`src/rtl/systolic_skew_feeder_if.sv`:
```
// Operand stream from the producer into the skew feeder: one A row-vector and one
// B column-vector per beat over valid/ready, with a last marker.
interface systolic_skew_feeder_if #(
    parameter int unsigned N  = 4,
    parameter int unsigned DW = 8
) ();
    logic              s_valid_i;
    logic              s_ready_o;
    logic              s_last_i;
    logic [N*DW-1:0]   s_a_i;
    logic [N*DW-1:0]   s_b_i;

    // Producer side
    modport master (
        output s_valid_i,
        output s_last_i,
        output s_a_i,
        output s_b_i,
        input  s_ready_o
    );

    // Feeder side
    modport slave (
        input  s_valid_i,
        input  s_last_i,
        input  s_a_i,
        input  s_b_i,
        output s_ready_o
    );
endinterface

```
`src/rtl/systolic_skew_feeder.sv`:
```
// Skew feeder for an N x N systolic MAC array.
// Accepts one A/B operand beat per cycle and drives the west/north array edges with
// a diagonal skew (lane r delayed r cycles). Bubbles are zero-filled. After the last
// beat the feeder stops accepting until the last beat reaches lane N-1, where done_o
// pulses.
// Optional build macro SKEW_FEEDER_CNT_EN adds beat_cnt_o, a 16-bit count of
// accepted beats cleared by done_o.
module systolic_skew_feeder #(
    parameter int unsigned N  = 4,
    parameter int unsigned DW = 8
) (
    input  logic                    clock_i,
    input  logic                    resetn_i,
    systolic_skew_feeder_if.slave   s,
    output logic [N*DW-1:0]         a_o,
    output logic [N*DW-1:0]         b_o,
    output logic [N-1:0]            lane_vld_o,
    output logic                    busy_o,
    output logic                    done_o
`ifdef SKEW_FEEDER_CNT_EN
    ,
    output logic [15:0]             beat_cnt_o
`endif
);

    localparam int unsigned CW = $clog2(N + 1);

    typedef enum logic [1:0] {
        ST_IDLE   = 2'd0,
        ST_STREAM = 2'd1,
        ST_FLUSH  = 2'd2
    } state_t;

    state_t          state;
    logic [CW-1:0]   flush_cnt;
    logic            ready_q;
    logic            accept_c;

    assign accept_c    = s.s_valid_i && ready_q;
    assign s.s_ready_o = ready_q;

    // Sequencer: tracks the stream, blocks input while the skew drains, pulses done.
    always_ff @(posedge clock_i or negedge resetn_i) begin
        if (!resetn_i) begin
            state     <= ST_IDLE;
            flush_cnt <= '0;
            ready_q   <= 1'b1;
            busy_o    <= 1'b0;
            done_o    <= 1'b0;
        end else begin
            done_o <= 1'b0;
            case (state)
                ST_IDLE, ST_STREAM: begin
                    if (accept_c) begin
                        if (s.s_last_i) begin
                            if (N == 1) begin
                                // Single lane: the last beat is already on lane N-1.
                                state   <= ST_IDLE;
                                done_o  <= 1'b1;
                                busy_o  <= 1'b0;
                                ready_q <= 1'b1;
                            end else begin
                                state     <= ST_FLUSH;
                                flush_cnt <= CW'(N - 1);
                                busy_o    <= 1'b1;
                                ready_q   <= 1'b0;
                            end
                        end else begin
                            state   <= ST_STREAM;
                            busy_o  <= 1'b1;
                            ready_q <= 1'b1;
                        end
                    end
                end
                ST_FLUSH: begin
                    if (flush_cnt == CW'(1)) begin
                        state   <= ST_IDLE;
                        done_o  <= 1'b1;
                        busy_o  <= 1'b0;
                        ready_q <= 1'b1;
                    end else begin
                        flush_cnt <= flush_cnt - CW'(1);
                    end
                end
                default: begin
                    state   <= ST_IDLE;
                    busy_o  <= 1'b0;
                    ready_q <= 1'b1;
                end
            endcase
        end
    end

    // Per-lane skew: lane r is an (r+1)-deep shift register that moves every cycle.
    for (genvar r = 0; r < N; r++) begin : g_lane
        logic [DW-1:0] a_sr [0:r];
        logic [DW-1:0] b_sr [0:r];
        logic          v_sr [0:r];

        // Stage 0 takes the accepted operands or zeros; later stages just shift.
        always_ff @(posedge clock_i or negedge resetn_i) begin
            if (!resetn_i) begin
                for (int i = 0; i <= r; i++) begin
                    a_sr[i] <= '0;
                    b_sr[i] <= '0;
                    v_sr[i] <= 1'b0;
                end
            end else begin
                a_sr[0] <= accept_c ? s.s_a_i[r*DW +: DW] : '0;
                b_sr[0] <= accept_c ? s.s_b_i[r*DW +: DW] : '0;
                v_sr[0] <= accept_c;
                for (int i = 1; i <= r; i++) begin
                    a_sr[i] <= a_sr[i-1];
                    b_sr[i] <= b_sr[i-1];
                    v_sr[i] <= v_sr[i-1];
                end
            end
        end

        assign a_o[r*DW +: DW] = a_sr[r];
        assign b_o[r*DW +: DW] = b_sr[r];
        assign lane_vld_o[r]   = v_sr[r];
    end

`ifdef SKEW_FEEDER_CNT_EN
    // Accepted-beat counter; done clears it and takes priority over a same-cycle accept.
    always_ff @(posedge clock_i or negedge resetn_i) begin
        if (!resetn_i) begin
            beat_cnt_o <= '0;
        end else if (done_o) begin
            beat_cnt_o <= '0;
        end else if (accept_c) begin
            beat_cnt_o <= beat_cnt_o + 16'd1;
        end
    end
`endif

endmodule

```
`src/flat_wrapper.sv`:
```
// flat-port wrapper written by rule: the top's interface ports become plain ports
module systolic_skew_feeder_flat 
#(
    parameter int unsigned N  = 4,
    parameter int unsigned DW = 8
)
  (clock_i, resetn_i, a_o, b_o, lane_vld_o, busy_o, done_o, s_s_valid_i, s_s_last_i, s_s_a_i, s_s_b_i, s_s_ready_o);
  systolic_skew_feeder_if #(.N(N), .DW(DW)) s_i ();
  input  logic clock_i;
  input  logic resetn_i;
  output logic [N*DW-1:0] a_o;
  output logic [N*DW-1:0] b_o;
  output logic [N-1:0] lane_vld_o;
  output logic busy_o;
  output logic done_o;
  input wire logic [$bits(s_i.s_valid_i)-1:0] s_s_valid_i;
  input wire logic [$bits(s_i.s_last_i)-1:0] s_s_last_i;
  input wire logic [$bits(s_i.s_a_i)-1:0] s_s_a_i;
  input wire logic [$bits(s_i.s_b_i)-1:0] s_s_b_i;
  output wire logic [$bits(s_i.s_ready_o)-1:0] s_s_ready_o;
  assign s_i.s_valid_i = s_s_valid_i;
  assign s_i.s_last_i = s_s_last_i;
  assign s_i.s_a_i = s_s_a_i;
  assign s_i.s_b_i = s_s_b_i;
  assign s_s_ready_o = s_i.s_ready_o;
  systolic_skew_feeder #(.N(N), .DW(DW)) u_core (.clock_i(clock_i), .resetn_i(resetn_i), .s(s_i), .a_o(a_o), .b_o(b_o), .lane_vld_o(lane_vld_o), .busy_o(busy_o), .done_o(done_o));
endmodule
```
`config.mk`:
```
export PLATFORM = sky130hd
export DESIGN_NAME = systolic_skew_feeder_flat
export DESIGN_NICKNAME = d
export VERILOG_FILES = /design/src/rtl/systolic_skew_feeder_if.sv /design/src/rtl/systolic_skew_feeder.sv /design/src/flat_wrapper.sv
export SDC_FILE = /design/constraint.sdc
export NUM_CORES = 1
export LEC_CHECK = 0
export ABC_AREA = 1
export CAP_MARGIN = 20
export CORE_MARGIN = 8
export CORE_UTILIZATION = 48
export DETAILED_ROUTE_END_ITERATION = 12
export PLACE_DENSITY = 0.76
export SETUP_SLACK_MARGIN = 0.2
export SYNTH_ARGS = -nofsm -noshare
export SYNTH_HDL_FRONTEND = slang
export SYNTH_SLANG_ARGS = --single-unit
```
`constraint.sdc`:
```
create_clock -name clock_i -period 1.4 [get_ports clock_i]
set_input_delay 0.14 -clock clock_i [delete_from_list [all_inputs] [get_ports clock_i]]
set_output_delay 0.14 -clock clock_i [all_outputs]
set_load 0.1 [all_outputs]
```
**Word-level counts from Yosys, hierarchy flattened**

Index checks and enable logic that the tools add are counted.

- Memory bits (read-only): 0
- Bits in registers: 172
- Memories kept: 0
- Output and inout port bits: 71
- Memory bits (writable): 0
- Word-level logic and storage cells: 68
- Bits in latches: 0
- Bits of input ports: 68

- Div/mod/pow operators: 0
- $lt $le $gt $ge: 0
- Add/subtract/negate cells: 1
- Shift-type cells: 0
- $mul: 0
- Equality and inequality tests: 7
- Bitwise gates (word level): 0
- Reductions and logical operators: 6
- Multiplexer cells: 25

Operator list:

| kind | count |
|---|---|
| $mux W8 | 8 |
| $mux W3 | 3 |
| $mux W1 | 7 |
| $mux W2 | 3 |
| $pmux W3 S2 | 1 |
| $ne A2 B1 Y1 const B | 2 |
| $ne A2 B2 Y1 const B | 2 |
| $pmux W1 S2 | 2 |
| $pmux W2 S2 | 1 |
| $reduce_and A4 Y1 | 1 |
| $eq A3 B1 Y1 const B | 1 |
| $sub A3 B1 Y3 const B | 1 |
| $eq A2 B1 Y1 const B | 1 |
| $eq A2 B2 Y1 const B | 1 |
| $logic_not A2 Y1 | 1 |
| $reduce_and A2 Y1 | 1 |
| $reduce_bool A2 Y1 | 1 |
| $reduce_or A2 Y1 | 1 |
| $logic_and A1 B1 Y1 | 1 |

**Depth between registers and ports, before layout**

- Depth after elaboration: 4
- Mapped depth: 8
- Depth with buffers taken out: 8

**Worst setup path before layout**

OpenSTA, ideal clock, no wires.

- Path kind: register -> register
- Start point: reg u_core.ready_q (netlist: u_core.s.s_ready_o)
- End point: reg u_core.g_lane[0].a_sr[0] (netlist name)
- Slack: -0.073 ns
- Library setup time: 0.071 ns
- Cell stages (with the launch flop): 5
- Buffers on the path: 2
- Data arrival time: 1.401 ns
- Clock period less this slack: 1.473 ns
- Path through: dfstp_2 nand2_1 buf_4 buf_6 nor2_1

- Word-level cells in the longest chain between the ends: 2

Ends and longest elaborated chain:

| what | RTL line | RTL |
|---|---|---|
| start, declared | systolic_skew_feeder.sv:36 | `logic ready_q;` |
| start signal, assigned | systolic_skew_feeder.sv:47 | `ready_q <= 1'b1;` |
| start signal, assigned | systolic_skew_feeder.sv:61 | `ready_q <= 1'b1;` |
| start signal, assigned | systolic_skew_feeder.sv:66 | `ready_q <= 1'b0;` |
| $logic_and A1 B1 Y1 | systolic_skew_feeder.sv:39 | `assign accept_c = s.s_valid_i && ready_q;` |
| $mux W8 | systolic_skew_feeder.sv:109 | `a_sr[0] <= accept_c ? s.s_a_i[r*DW +: DW] : '0;` |
| end signal, assigned by index | systolic_skew_feeder.sv:113 | `a_sr[i] <= a_sr[i-1];` |
| end, declared | systolic_skew_feeder.sv:96 | `logic [DW-1:0] a_sr [0:r];` |

Every way passes these cells.
A chain may end at the register's enable or synchronous reset.

**Worst setup path after layout**

- Start point: reg u_core.ready_q (netlist: u_core.s.s_ready_o)
- End point: out s_s_ready_o

RTL lines:

| what | RTL line | RTL |
|---|---|---|
| end, declared | flat_wrapper.sv:20 | `output wire logic [$bits(s_i.s_ready_o)-1:0] s_s_ready_o;` |

No word-level cell between the ends.

==> metrics.yaml <==
place_ws_ps: 140
cp.arrival_ps: 1220
yosys_most_used_dff: "dfrtp_1"
cpPeakStageDelay_ps: 630
htree_levels: 4
vias: 2853
portBuffers: 138
coreArea_um2: 11300
hold_class: "in2async"
clockRootBuffer: "clkbuf_16"
cts_buffers: 17
synth_area_leader_cell: "dfrtp_1"
crit_required_ps: 1260
first_pass_iters: 4
finalSetupViolCount: 0
drive_above_1_share_pct: 24.9
antenna_found_initial: 0
synth_cells: 401
grt_pass1_wl_um: 16000
clkSlewWorstSetupHoldPaths_ps: 60
wl_um: 10600
synth.top_cell.area_share_pct: 78.5
viasPerCell: 4.23
routedWlPerCell_um: 15.7
grt.total_usage_pct: 14.6
grt_pass1_vias: 3168
synth_cell_types: 14
cp_top_family: "flip-flops"
synth-edff-count: 0
start_kind: "flop"
placedCellCount: 634
clock_latency_ps: 410
yosysSeqAreaShare_pct: 79.0
vdd_ir_drop_max_mv: 1.48
initialDrtViolationCount: 209
fp.dieArea_um2: 15000
crit_fanout: 2
fin_crit_ps: 1360
clock_skew_ps: 6.85
synthTopCellsByArea: "dfrtp_1, buf_4, inv_1"
cts_tree: "yes"
cp_cell_sequence: "buf_12"
async_flop_share_pct: 100
slew_violations: 0
place.detailed.hpwl_um: 7150
max_freq_ghz: 0.734
tightest_slew_ps: 380
start_util_pct: 48.4
fp.dieH_um: 123
grt_max_degree: 54
synth-warning-count: 0
num_rows: 39
cp-end-kind: "output port"
dieWidth_um: 123
status: "finished, final reports clean"
syn-mean-instance-area_um2: 13.6
synth_seq_cells: 172
power.density_nw_per_um2: 2060
finalWorstSetupSlack_ps: 37.7
r2r_slack_ps: 50
ant_nets: 0
syn_to_final_growth_pct: 51.4
leakage_uw: 0.00427
synth_fp_nets: 471
worstPathBufferInverterCount: 1
num_io_pins: 139
critPathSlowestCell: "dfstp_4"
yosysMostFrequentCell: "dfrtp_1"
slew_headroom_pct: 74.6
drc: 0
grt_overflow: 0
synthesis.area_um2: 5450
instances_no_fill: 674
hold_viol_final: 0
rsz0062_at_grt: "yes"
worst-setup-path-type: "reg2out"
final_nets: 588
num_antenna_cells: 0
gp_congestion: 0.722
clkSinkCount: 172
fin_crit_sh_pct: 97.3
cts_max_path_buffers: 2
synth_common_cells: "dfrtp_1, inv_1, nor2_1, buf_4, nand2_1"
fillers: 713
cap_viol_max_count: 0
==> flip-flops by register name, indices dropped and copies added (netlist names) <==
register and flops:
u_core.g_lane.a_sr 56, u_core.g_lane.b_sr 56, u_core.a_o 24, u_core.b_o 24, u_core.flush_cnt 3, u_core.g_lane.v_sr 3, u_core.state 2, u_core.busy_o 1
u_core.done_o 1, u_core.lane_vld_o 1, u_core.s.s_ready_o 1
==> timing repair <==
item | 4_1_cts | 5_1_grt
buffers inserted | 1 | 1
hold buffers | 1 | 0
endpoints found under the hold margin | 103 | 0
resized for setup | 2 | 11
gates cloned | 0 | 5
endpoints found under the setup margin | 2 | 71
==> where the power goes <==
group          leakage, uW  switching (uW)  internal (uW)
clock network     0.000320            1860           3350
registers          0.00232             478           5800
logic              0.00163            3550           1960
==> cell type report <==
class	instances	area, um^2	area share (%)
repair buffers	153	2340	28.3
well taps	143	179	2.17
clock buffers	17	425	5.15
flip-flops and latches	172	4310	52.2
clock inverters	15	244	2.96
multi-input cells	102	484	5.87
inverters	72	275	3.33
==> stage by stage <==
step	setup TNS (ps)	util, %	cell area, um^2	hold slack, ps	power [uW]
2_1_floorplan	0	-	5470	-156	9680
3_3_place_gp	0	65.7	7410	69.9	11400
3_5_place_dp	0	65.7	7410	73.1	11600
4_1_cts	0	71.9	8100	194	16900
5_1_grt	-3.65	73.2	8260	221	17600
6_report	0	73.2	8260	220	17000
==> worst paths after layout <==
path                                           start                   endpoint  cells after the start
setup reg to reg                  u_core.s.s_ready_o        u_core.flush_cnt[1]                      7
max in group asynchronous                   resetn_i             u_core.a_o[16]                      3
hold reg to reg            u_core.g_lane[2].a_sr[23]  u_core.g_lane[2].a_sr[15]                      0
setup / recovery                  u_core.s.s_ready_o                s_s_ready_o                      1
min in group clock_i                      s_s_a_i[7]   u_core.g_lane[0].a_sr[7]                      3
hold / removal                              resetn_i             u_core.b_o[30]                      2
==> logic make-up after synthesis <==
kind of cell / after synthesis / share of synthesized area [%]
flops: 172 / 79.0
buf+inv: 128 / 13.1
simple gates: 99 / 7.50
fa+ha+maj: 2 / 0.459
==> layout by cell type, fill, tap and decap left out, drive strengths merged <==
| cell type | count |
|---|---|
| nand2 | 25 |
| clkdlybuf4s50 | 66 |
| ha | 2 |
| nor2 | 69 |
| inv | 74 |
| nand3b | 1 |
| clkbuf | 20 |
| clkinvlp | 3 |
| clkinv | 4 |
| nand3 | 5 |
| dfrtp | 171 |
| bufinv | 6 |
| dlygate4sd3 | 1 |
| buf | 83 |
| dfstp | 1 |
==> routing by layer <==
metal,vias up,GRT usage [%],wire (um)
met3,20,6.58,874
met5,-,0,0
li1,1344,-,-
met1,1390,15.2,3950
met4,0,7.39,219
met2,99,24.5,5560
No activity file was read; power rests on OpenSTA's default activity.
